File: src/rtl/femto_seq_if.sv
// Host and ALU-side signal bundle for the femto_seq program sequencer.
// The slave modport is the sequencer's view; the master modport is the host/ALU environment.
interface femto_seq_if #(
  parameter int OPSIZE = 3,
  parameter int SIZE   = 8,
  parameter int AW     = 3
);
  logic                   wr_en;
  logic [AW-1:0]          wr_addr;
  logic [OPSIZE+SIZE-1:0] wr_data;
  logic                   start;
  logic                   loop;
  logic                   stop;
  logic [AW-1:0]          last_addr;
  logic [OPSIZE-1:0]      alu_op;
  logic [SIZE-1:0]        alu_inp;
  logic [SIZE-1:0]        alu_outp;
  logic [SIZE-1:0]        disp;
  logic                   disp_valid;
  logic                   busy;
  logic                   done;
  logic [AW-1:0]          pc;

  modport slave (
    input  wr_en, wr_addr, wr_data, start, loop, stop, last_addr, alu_outp,
    output alu_op, alu_inp, disp, disp_valid, busy, done, pc
  );

  modport master (
    output wr_en, wr_addr, wr_data, start, loop, stop, last_addr, alu_outp,
    input  alu_op, alu_inp, disp, disp_valid, busy, done, pc
  );
endinterface

File: src/rtl/femto_seq.sv
// Program sequencer for the Femto accumulator ALU: issues one stored instruction per
// clock while running and captures STORE ACC / DISPLAY results into a display register.
module femto_seq #(
  parameter int OPSIZE = 3,
  parameter int SIZE   = 8,
  parameter int DEPTH  = 8,
  parameter int AW     = 3
) (
  input  logic        clk,
  input  logic        rst,
  femto_seq_if.slave  bus
);

  typedef enum logic [1:0] {
    IDLE = 2'b00,
    RUN  = 2'b01,
    DONE = 2'b10
  } state_t;

  localparam logic [OPSIZE-1:0] OP_STORE = OPSIZE'(6);
  localparam logic [OPSIZE-1:0] OP_DISP  = OPSIZE'(7);

  state_t                 state;
  state_t                 state_next;
  logic [AW-1:0]          pc;
  logic [AW-1:0]          pc_next;
  logic [AW-1:0]          last_q;
  logic                   loop_q;
  logic [OPSIZE+SIZE-1:0] mem [DEPTH];
  logic [OPSIZE+SIZE-1:0] instr;
  logic                   capture;
  logic [SIZE-1:0]        disp;
  logic                   disp_valid;

  always_ff @(posedge clk) begin
    if (rst) begin
      state  <= IDLE;
      pc     <= '0;
      loop_q <= 1'b0;
      last_q <= '0;
    end else begin
      state <= state_next;
      pc    <= pc_next;
      if (state == IDLE && bus.start) begin
        loop_q <= bus.loop;
        last_q <= bus.last_addr;
      end
    end
  end

  // Unused state encodings fall through to IDLE via the default branch.
  always_comb begin
    state_next = IDLE;
    pc_next    = pc;
    case (state)
      IDLE: begin
        if (bus.start) begin
          state_next = RUN;
          pc_next    = '0;
        end
      end
      RUN: begin
        if (bus.stop) begin
          state_next = IDLE;
        end else if (pc == last_q) begin
          if (loop_q) begin
            state_next = RUN;
            pc_next    = '0;
          end else begin
            state_next = DONE;
          end
        end else begin
          state_next = RUN;
          pc_next    = pc + AW'(1);
        end
      end
      DONE:    state_next = IDLE;
      default: state_next = IDLE;
    endcase
  end

  // Memory is writable only while idle, including the cycle that samples start.
  always_ff @(posedge clk) begin
    if (bus.wr_en && state == IDLE) begin
      mem[bus.wr_addr] <= bus.wr_data;
    end
  end

  assign instr   = mem[pc];
  assign capture = (state == RUN) &&
                   (instr[OPSIZE+SIZE-1:SIZE] == OP_STORE || instr[OPSIZE+SIZE-1:SIZE] == OP_DISP);

  always_ff @(posedge clk) begin
    if (rst) begin
      disp       <= '0;
      disp_valid <= 1'b0;
    end else begin
      disp_valid <= capture;
      if (capture) begin
        disp <= bus.alu_outp;
      end
    end
  end

  // Outside RUN the ALU sees opcode 0 / inp 0, which leaves acc untouched.
  assign bus.alu_op     = (state == RUN) ? instr[OPSIZE+SIZE-1:SIZE] : '0;
  assign bus.alu_inp    = (state == RUN) ? instr[SIZE-1:0] : '0;
  assign bus.disp       = disp;
  assign bus.disp_valid = disp_valid;
  assign bus.busy       = (state == RUN);
  assign bus.done       = (state == DONE);
  assign bus.pc         = pc;

endmodule

File: src/flat_wrapper.sv
// flat-port wrapper written by rule: the top's interface ports become plain ports
module femto_seq_flat 
#(
  parameter int OPSIZE = 3,
  parameter int SIZE   = 8,
  parameter int DEPTH  = 8,
  parameter int AW     = 3
)
  (clk, rst, bus_wr_en, bus_wr_addr, bus_wr_data, bus_start, bus_loop, bus_stop, bus_last_addr, bus_alu_outp, bus_alu_op, bus_alu_inp, bus_disp, bus_disp_valid, bus_busy, bus_done, bus_pc);
  femto_seq_if #(.OPSIZE(OPSIZE), .SIZE(SIZE), .AW(AW)) bus_i ();
  input  logic clk;
  input  logic rst;
  input wire logic [$bits(bus_i.wr_en)-1:0] bus_wr_en;
  input wire logic [$bits(bus_i.wr_addr)-1:0] bus_wr_addr;
  input wire logic [$bits(bus_i.wr_data)-1:0] bus_wr_data;
  input wire logic [$bits(bus_i.start)-1:0] bus_start;
  input wire logic [$bits(bus_i.loop)-1:0] bus_loop;
  input wire logic [$bits(bus_i.stop)-1:0] bus_stop;
  input wire logic [$bits(bus_i.last_addr)-1:0] bus_last_addr;
  input wire logic [$bits(bus_i.alu_outp)-1:0] bus_alu_outp;
  output wire logic [$bits(bus_i.alu_op)-1:0] bus_alu_op;
  output wire logic [$bits(bus_i.alu_inp)-1:0] bus_alu_inp;
  output wire logic [$bits(bus_i.disp)-1:0] bus_disp;
  output wire logic [$bits(bus_i.disp_valid)-1:0] bus_disp_valid;
  output wire logic [$bits(bus_i.busy)-1:0] bus_busy;
  output wire logic [$bits(bus_i.done)-1:0] bus_done;
  output wire logic [$bits(bus_i.pc)-1:0] bus_pc;
  assign bus_i.wr_en = bus_wr_en;
  assign bus_i.wr_addr = bus_wr_addr;
  assign bus_i.wr_data = bus_wr_data;
  assign bus_i.start = bus_start;
  assign bus_i.loop = bus_loop;
  assign bus_i.stop = bus_stop;
  assign bus_i.last_addr = bus_last_addr;
  assign bus_i.alu_outp = bus_alu_outp;
  assign bus_alu_op = bus_i.alu_op;
  assign bus_alu_inp = bus_i.alu_inp;
  assign bus_disp = bus_i.disp;
  assign bus_disp_valid = bus_i.disp_valid;
  assign bus_busy = bus_i.busy;
  assign bus_done = bus_i.done;
  assign bus_pc = bus_i.pc;
  femto_seq #(.OPSIZE(OPSIZE), .SIZE(SIZE), .DEPTH(DEPTH), .AW(AW)) u_core (.clk(clk), .rst(rst), .bus(bus_i));
endmodule
File: config.mk
export PLATFORM = sky130hd
export DESIGN_NAME = femto_seq_flat
export DESIGN_NICKNAME = d
export VERILOG_FILES = /design/src/rtl/femto_seq_if.sv /design/src/rtl/femto_seq.sv /design/src/flat_wrapper.sv
export SDC_FILE = /design/constraint.sdc
export NUM_CORES = 1
export LEC_CHECK = 0
export BUFFER_PORTS_ARGS = -buffer_cell sky130_fd_sc_hd__buf_2
export CORE_MARGIN = 2
export CORE_UTILIZATION = 40
export CTS_BUF_LIST = sky130_fd_sc_hd__clkbuf_2 sky130_fd_sc_hd__clkbuf_4 sky130_fd_sc_hd__clkbuf_8
export DETAILED_ROUTE_END_ITERATION = 8
export MAX_ROUTING_LAYER = met4
export PLACE_DENSITY = 0.7
export SLEW_MARGIN = 20
export SYNTH_ARGS = -nofsm -noshare
export SYNTH_HDL_FRONTEND = slang
export SYNTH_SLANG_ARGS = --single-unit
File: constraint.sdc
create_clock -name clk -period 4.6 [get_ports clk]
set_input_delay 0.69 -clock clk [delete_from_list [all_inputs] [get_ports clk]]
set_output_delay 0.69 -clock clk [all_outputs]
set_load 0.1 [all_outputs]
==> results of run 1 <==
## cell families after synthesis
kind of cell | Yosys count
adders and majority gates | 1
AOI/OAI and AO/OA | 12
buffers and inverters | 11
xor gates and xnor gates | 3
and+or+nand+nor | 65
muxes | 43
DFF | 109
## worst reg2reg max path, delay by kind of cell (launching register included)
kind / cells / cell delay, ns
AOI/OAI and AO/OA: 1 / 0.40
and+or+nand+nor: 1 / 0.13
DFF: 1 / 1.01
muxes: 2 / 0.59
## Yosys cell counts (3+ instances only)
library cell / number
nor2b_1: 3
edfxtp_1: 88
dfxtp_1: 21
a21oi_1: 4
o21ai_0: 3
mux4_2: 12
nand2b_1: 3
xor2_1: 3
nor2_1: 19
and2_1: 3
mux4_1: 10
nand3_1: 6
nand2_1: 24
clkbuf_1: 4
mux2i_1: 19
## stage by stage
step / area (sq um) / power, mW / utilization [%]
detailed placement: 4760 / 1.26 / 45.9
finish: 4950 / 1.78 / 47.7
floorplan: 4290 / 1.21 / -
CTS: 4950 / 1.80 / 47.7
global route: 4950 / 1.84 / 47.7
global placement: 4760 / 1.25 / 45.9
## power by group through the flow
stage          logic, mW  registers [mW]  clock network, mW
2_1_floorplan     0.0866            1.12                  0
3_3_place_gp       0.143            1.11                  0
3_5_place_dp       0.146            1.11                  0
4_1_cts            0.146            1.09              0.560
5_1_grt            0.156            1.09              0.596
6_report           0.144            1.09              0.542
## cell type report
cell class                      instances  area (sq um)  share of cell area [%]
Tap cell                              136           170                    3.44
Clock buffer                            9           124                    2.50
Multi-Input combinational cell        124          1180                    23.8
Sequential cell                       109          3060                    61.9
Inverter                                2          7.51                   0.152
Clock inverter                          7          65.1                    1.31
Timing Repair Buffer                   64           343                    6.93
## worst paths after layout
path | start | end | slack, ns
hold / removal | u_core.bus.disp[5] | u_core.bus.disp[5] | 0.47
setup / recovery | flop | bus_alu_inp[3] | 1.44
setup reg to reg | flop | u_core.bus.disp[7] | 2.40
hold reg to reg | u_core.bus.disp[5] | u_core.bus.disp[5] | 0.47
## flip-flops by register name (all words and copies together), names as in the netlist, named ones only
register               cells
u_core.bus.disp_valid      1
u_core.state               2
u_core.last_q              3
u_core.loop_q              1
u_core.bus.disp            8
u_core.bus.pc              3
u_core.mem                88
## metal layers
metal | wire (um) | share of wire (%)
met1 | 3430 | 45
met2 | 3850 | 50
met3 | 209 | 2.7
met4 | 162 | 2.1
met5 | 0 | 0
==> run metrics, run 1 <==
status complete, no violations; H-tree depth 3; Synth Area in Compound Gates approximately 2.2%; Die Ht around 110 um; gr ovfl total 0; Worst setup EP type output port; largest net degree at the start of global routing 23; Post-Syn Nets between 200 and 300; Slew Limit Fails 0; setup ws final 1.44 ns; post-synthesis mux area share 17.4%; Buffers & Inverters on Critical Path 1; Root Driver clkbuf_8; Die X between 100 and 150 um; syn avg cell area roughly 18 sq um; Rel. slew slack roughly a third; GR peak layer met2; Post-CTS Resized 0; Std-Cell Rows 37; fill cell count roughly 900; Crit path required time a little under 4 ns; Post-CTS Setup Inserts 0; R2R depth 4; DRC 0; Final Hold Viols 0; Die Area 11,600 sq um; VDD IR max 0.129 mV; diode count 0; Core Region 10,400 sq um; Worst-path clk slew around 0.10 ns; # port buffers 55; CTS Hold Bufs 0; io pins 56; Placed Cells between 400 and 500; Slowest-stage cell, CP dfxtp_1; period utilization 68.7%; most frequent cells in the layout edfxtp_1, buf_2, nand2_1; WS Path Type reg2out; final setup TNS 0 ns; first-pass GRT wire length 12.0 mm; largest family of logic cells by synthesized area multiplexers; dpl hpwl 4.87 mm; Clk Latency, worst-skew pair ~0.37 ns; crit path DAT around 2.5 ns; Worst path max stage delay just over 1 ns; GRT Util Overall ~14%; final std cells w/o fill between 400 and 500; cell count after synthesis around 240; xor/xnor share of the synthesized area less than 1%; initial antenna violation count 0; type of the tightest min-delay check reg2reg; Via density 5.02; PwrDens around 360 nW/um^2; Max FO, Critical Path 22; RSZ-0062 raised after global routing no; violation count after the first detailed-route iteration 154; routing usage on met1 18.7%; post-route ant nets 0; ys flop type edfxtp_1; Crit path depth 4; area delta synth->final 15.3%; clk_skew ~0.0095 ns; Critical Path Start Type flop; Max clock buf depth 2; Final nets ~340; post-synthesis simple-gate area fraction between 6 and 7%; CP delay by family, top flip-flops; CP cell instances mux4_2 -> mux2i_1 -> nor2_1 -> buf_2; Slew @ Worst Pin 1.03 ns; sw frac 25.0%; Sequential Power Share between 60% and 70%; number of flops mapped to enable cells by yosys 88; post-synthesis adder-cell area fraction less than 1%; achievable frequency 317 MHz; Final setup viols 0; internal power ~1.3 mW; Clock Power Share a little under a third; post-synth top area share 61.6%; met2 Use GR between 20 and 25%; hold slack final ~0.47 ns; share of cells above drive strength 1 a little under a third; sequential share of the synthesized area 71.4%; number of global-route vias before repair between 2,000 and 2,500; count of cell types in the netlist 31; Gate power share roughly 8.1%; drt total wl approximately 7.7 mm; Ys Warns 0; Switching Power 0.444 mW; first drt pass iteration count 5; Synth async-reset ratio 0%; top post-synthesis cells by area edfxtp_1, dfxtp_1, mux4_2, mux4_1, mux2i_1; Mapped Area 4290 sq um; total number of vias between 2,000 and 2,500; #FFs+latches synth 109; Initial Utilization 41.4%; dpl ws around 1.8 ns; RePlAce Congestion about 0.75; GR Util met3 under 10%; commonest non-fill, non-tap cell in the layout edfxtp_1; clk sink count between 100 and 150; hold depth 2; leak pwr ~1.8 nW; max-cap violations 0; CTS tree yes; leading area contributor after synthesis edfxtp_1; CTS Buf Count 9; crit path time final about 3.2 ns; WL/cell between 15 and 20 um
Power figures use the tool's default switching activity.
==> run 2, diff against run 1 <==
==> constraint.sdc (replaced) <==
create_clock -name clk -period 3.2 [get_ports clk]
set_input_delay 0.48 -clock clk [delete_from_list [all_inputs] [get_ports clk]]
set_output_delay 0.48 -clock clk [all_outputs]
set_load 0.1 [all_outputs]
==> run metrics, run 2 (synthesis gave the netlist of run 1 again) <==
CP cell instances buf_4 -> mux4_1 -> mux2i_1 -> nor2_1 -> buf_2; violation count after the first detailed-route iteration 147 (-4.5%); Critical Path Start Type flop; Switching Power 0.609 mW (+37%); diode count 0 (unchanged); Clk Latency, worst-skew pair 0.37 ns (about the same); WS Path Type reg2out; crit path time final 2.70 ns; type of the tightest min-delay check in2reg; routing usage on met1 18.6% (-0.033 points); max-cap violations 0 (unchanged); Initial Utilization 41.4% (unchanged); RePlAce Congestion 0.698 (-7.5%); Reg-to-Reg Start u_core.state[1]; largest net degree at the start of global routing 23 (unchanged); worst reg2reg path endpoint u_core.bus.pc[1]; Slowest-stage cell, CP mux4_1; met2 Use GR 25.0% (+2.2 points); Final nets 344 (+0.58%); Worst-path clk slew 0.09 ns (about the same); Final Hold Viols 0 (unchanged); power consumption 2.51 mW (+41%); total number of vias 2,303 (+1.8%); Max FO, Critical Path 22 (unchanged); Root Driver clkbuf_8; Die Ht 108 um (unchanged); Die Area 11,600 sq um (unchanged); status complete, no violations; GR peak layer met2; crit path DAT 2.22 ns (-0.25 ns); CTS Buf Count 9 (unchanged); H-tree depth 3 (unchanged); largest register by flop count u_core.mem; Post-CTS Setup Inserts 0 (unchanged); Rel. slew slack 44.3% (+13 points); first drt pass iteration count 5 (unchanged); number of global-route vias before repair 2,356 (+5.3%); max reg flops 88 (unchanged); Via density 5.08 (+1.4%); drt total wl 7.98 mm (+4.3%); WL/cell 17.6 um (+3.9%); Slew Limit Fails 0 (unchanged); Die X 108 um (unchanged); area delta synth->final 15.3% (about the same); Regs by FF count u_core.mem x88, u_core.bus.disp x8; VDD IR max 0.194 mV (+50%); setup ws final 0.499 ns (-0.942 ns); Worst setup EP type output port; initial antenna violation count 0 (unchanged); RSZ-0062 raised after global routing no; flop-to-flop setup slack 1.23 ns (-1.17 ns); Final setup viols 0 (unchanged); clk sink count 109 (unchanged); share of cells above drive strength 1 30.6% (-0.19 points); GRT Util Overall 15.2% (+0.76 points); clk_skew 0.0113 ns (+0.00180 ns); achievable frequency around 370 MHz; first-pass GRT wire length 12.5 mm (+4.4%); CTS tree yes; PwrDens 507 nW/um^2 (+41%); Clock Power Share 29.2% (-1.3 points); internal power 1.90 mW (+43%); hold slack final 0.357 ns (-0.115 ns); DRC 0 (unchanged); sw frac 24.3% (-0.72 points); Max clock buf depth 2 (unchanged); io pins 56 (unchanged); commonest non-fill, non-tap cell in the layout edfxtp_1; Worst path max stage delay 0.65 ns (-0.36 ns); Std-Cell Rows 37 (unchanged); post-route ant nets 0 (unchanged); # port buffers 55 (unchanged); Gate power share 8.3% (+0.2 points); gr ovfl total 0 (unchanged); Crit path required time 2.72 ns (-1.19 ns); dpl ws 0.853 ns (-0.949 ns); final setup TNS 0 ns (unchanged); Slew @ Worst Pin 0.835 ns (-0.192 ns); Post-CTS Resized 0 (unchanged); final core utilization 47.7% (about the same); Core Region 10,400 sq um (unchanged); period utilization roughly 84%; GR Util met3 2.97% (+0.97 points); dpl hpwl 5.07 mm (+4.0%); R2R depth 3 (-1); Worst Setup EP bus_alu_op[1]; Sequential Power Share 62.5% (+1.1 points); most frequent cells in the layout edfxtp_1, buf_2, nand2_1; CTS Hold Bufs 0 (unchanged); leak pwr 1.76 nW (+0.35%)
## run 2: through the flow
| step | std cells | cell area [sq um] |
|---|---|---|
| floorplan | 244 | 4290 |
| global placement | 437 | 4780 |
| detailed placement | 437 | 4780 |
| CTS | 453 | 4950 |
| global route | 453 | 4950 |
| finish | 453 | 4950 |
## run 2: power groups by stage
stage	registers, mW	clock network (mW)	logic, mW
floorplan	1.62	0	0.124
global placement	1.60	0	0.205
detailed placement	1.60	0	0.210
CTS	1.57	0.756	0.210
global route	1.57	0.811	0.223
finish	1.57	0.733	0.208
## run 2: critical path: cells and delay by family (launching register included)
kind                   cells  cell delay, ns
muxes                      2            0.81
DFF                        1            0.32
buffers and inverters      2            0.67
and+or+nand+nor            1            0.05
## run 2: area by class of cell
class | count | area [sq um]
Fill cell | 914 | 5420
Sequential cell | 109 | 3060
Multi-Input combinational cell | 124 | 1180
Timing Repair Buffer | 66 | 358
Tap cell | 136 | 170
Clock buffer | 9 | 124
Clock inverter | 7 | 47.5
Inverter | 2 | 7.51
## run 2: worst min-delay path by stage
stage / from / end / slack, ns / cells past startpoint
global route: bus_stop / u_core.state[1] / 0.34 / 2
finish: bus_stop / u_core.state[1] / 0.36 / 2
global placement: u_core.bus.disp[6] / u_core.bus.disp[6] / 0.44 / 2
floorplan: u_core.loop_q / u_core.loop_q / 0.43 / 2
detailed placement: u_core.bus.disp[4] / u_core.bus.disp[4] / 0.45 / 2
CTS: bus_stop / u_core.state[1] / 0.33 / 2
## run 2: layer usage
metal	share of wire (%)	up-vias	wire, um
li1	-	1085	-
met1	44	1170	3530
met2	51	41	4110
met3	2.9	7	230
met4	1.5	0	116
met5	0	-	0
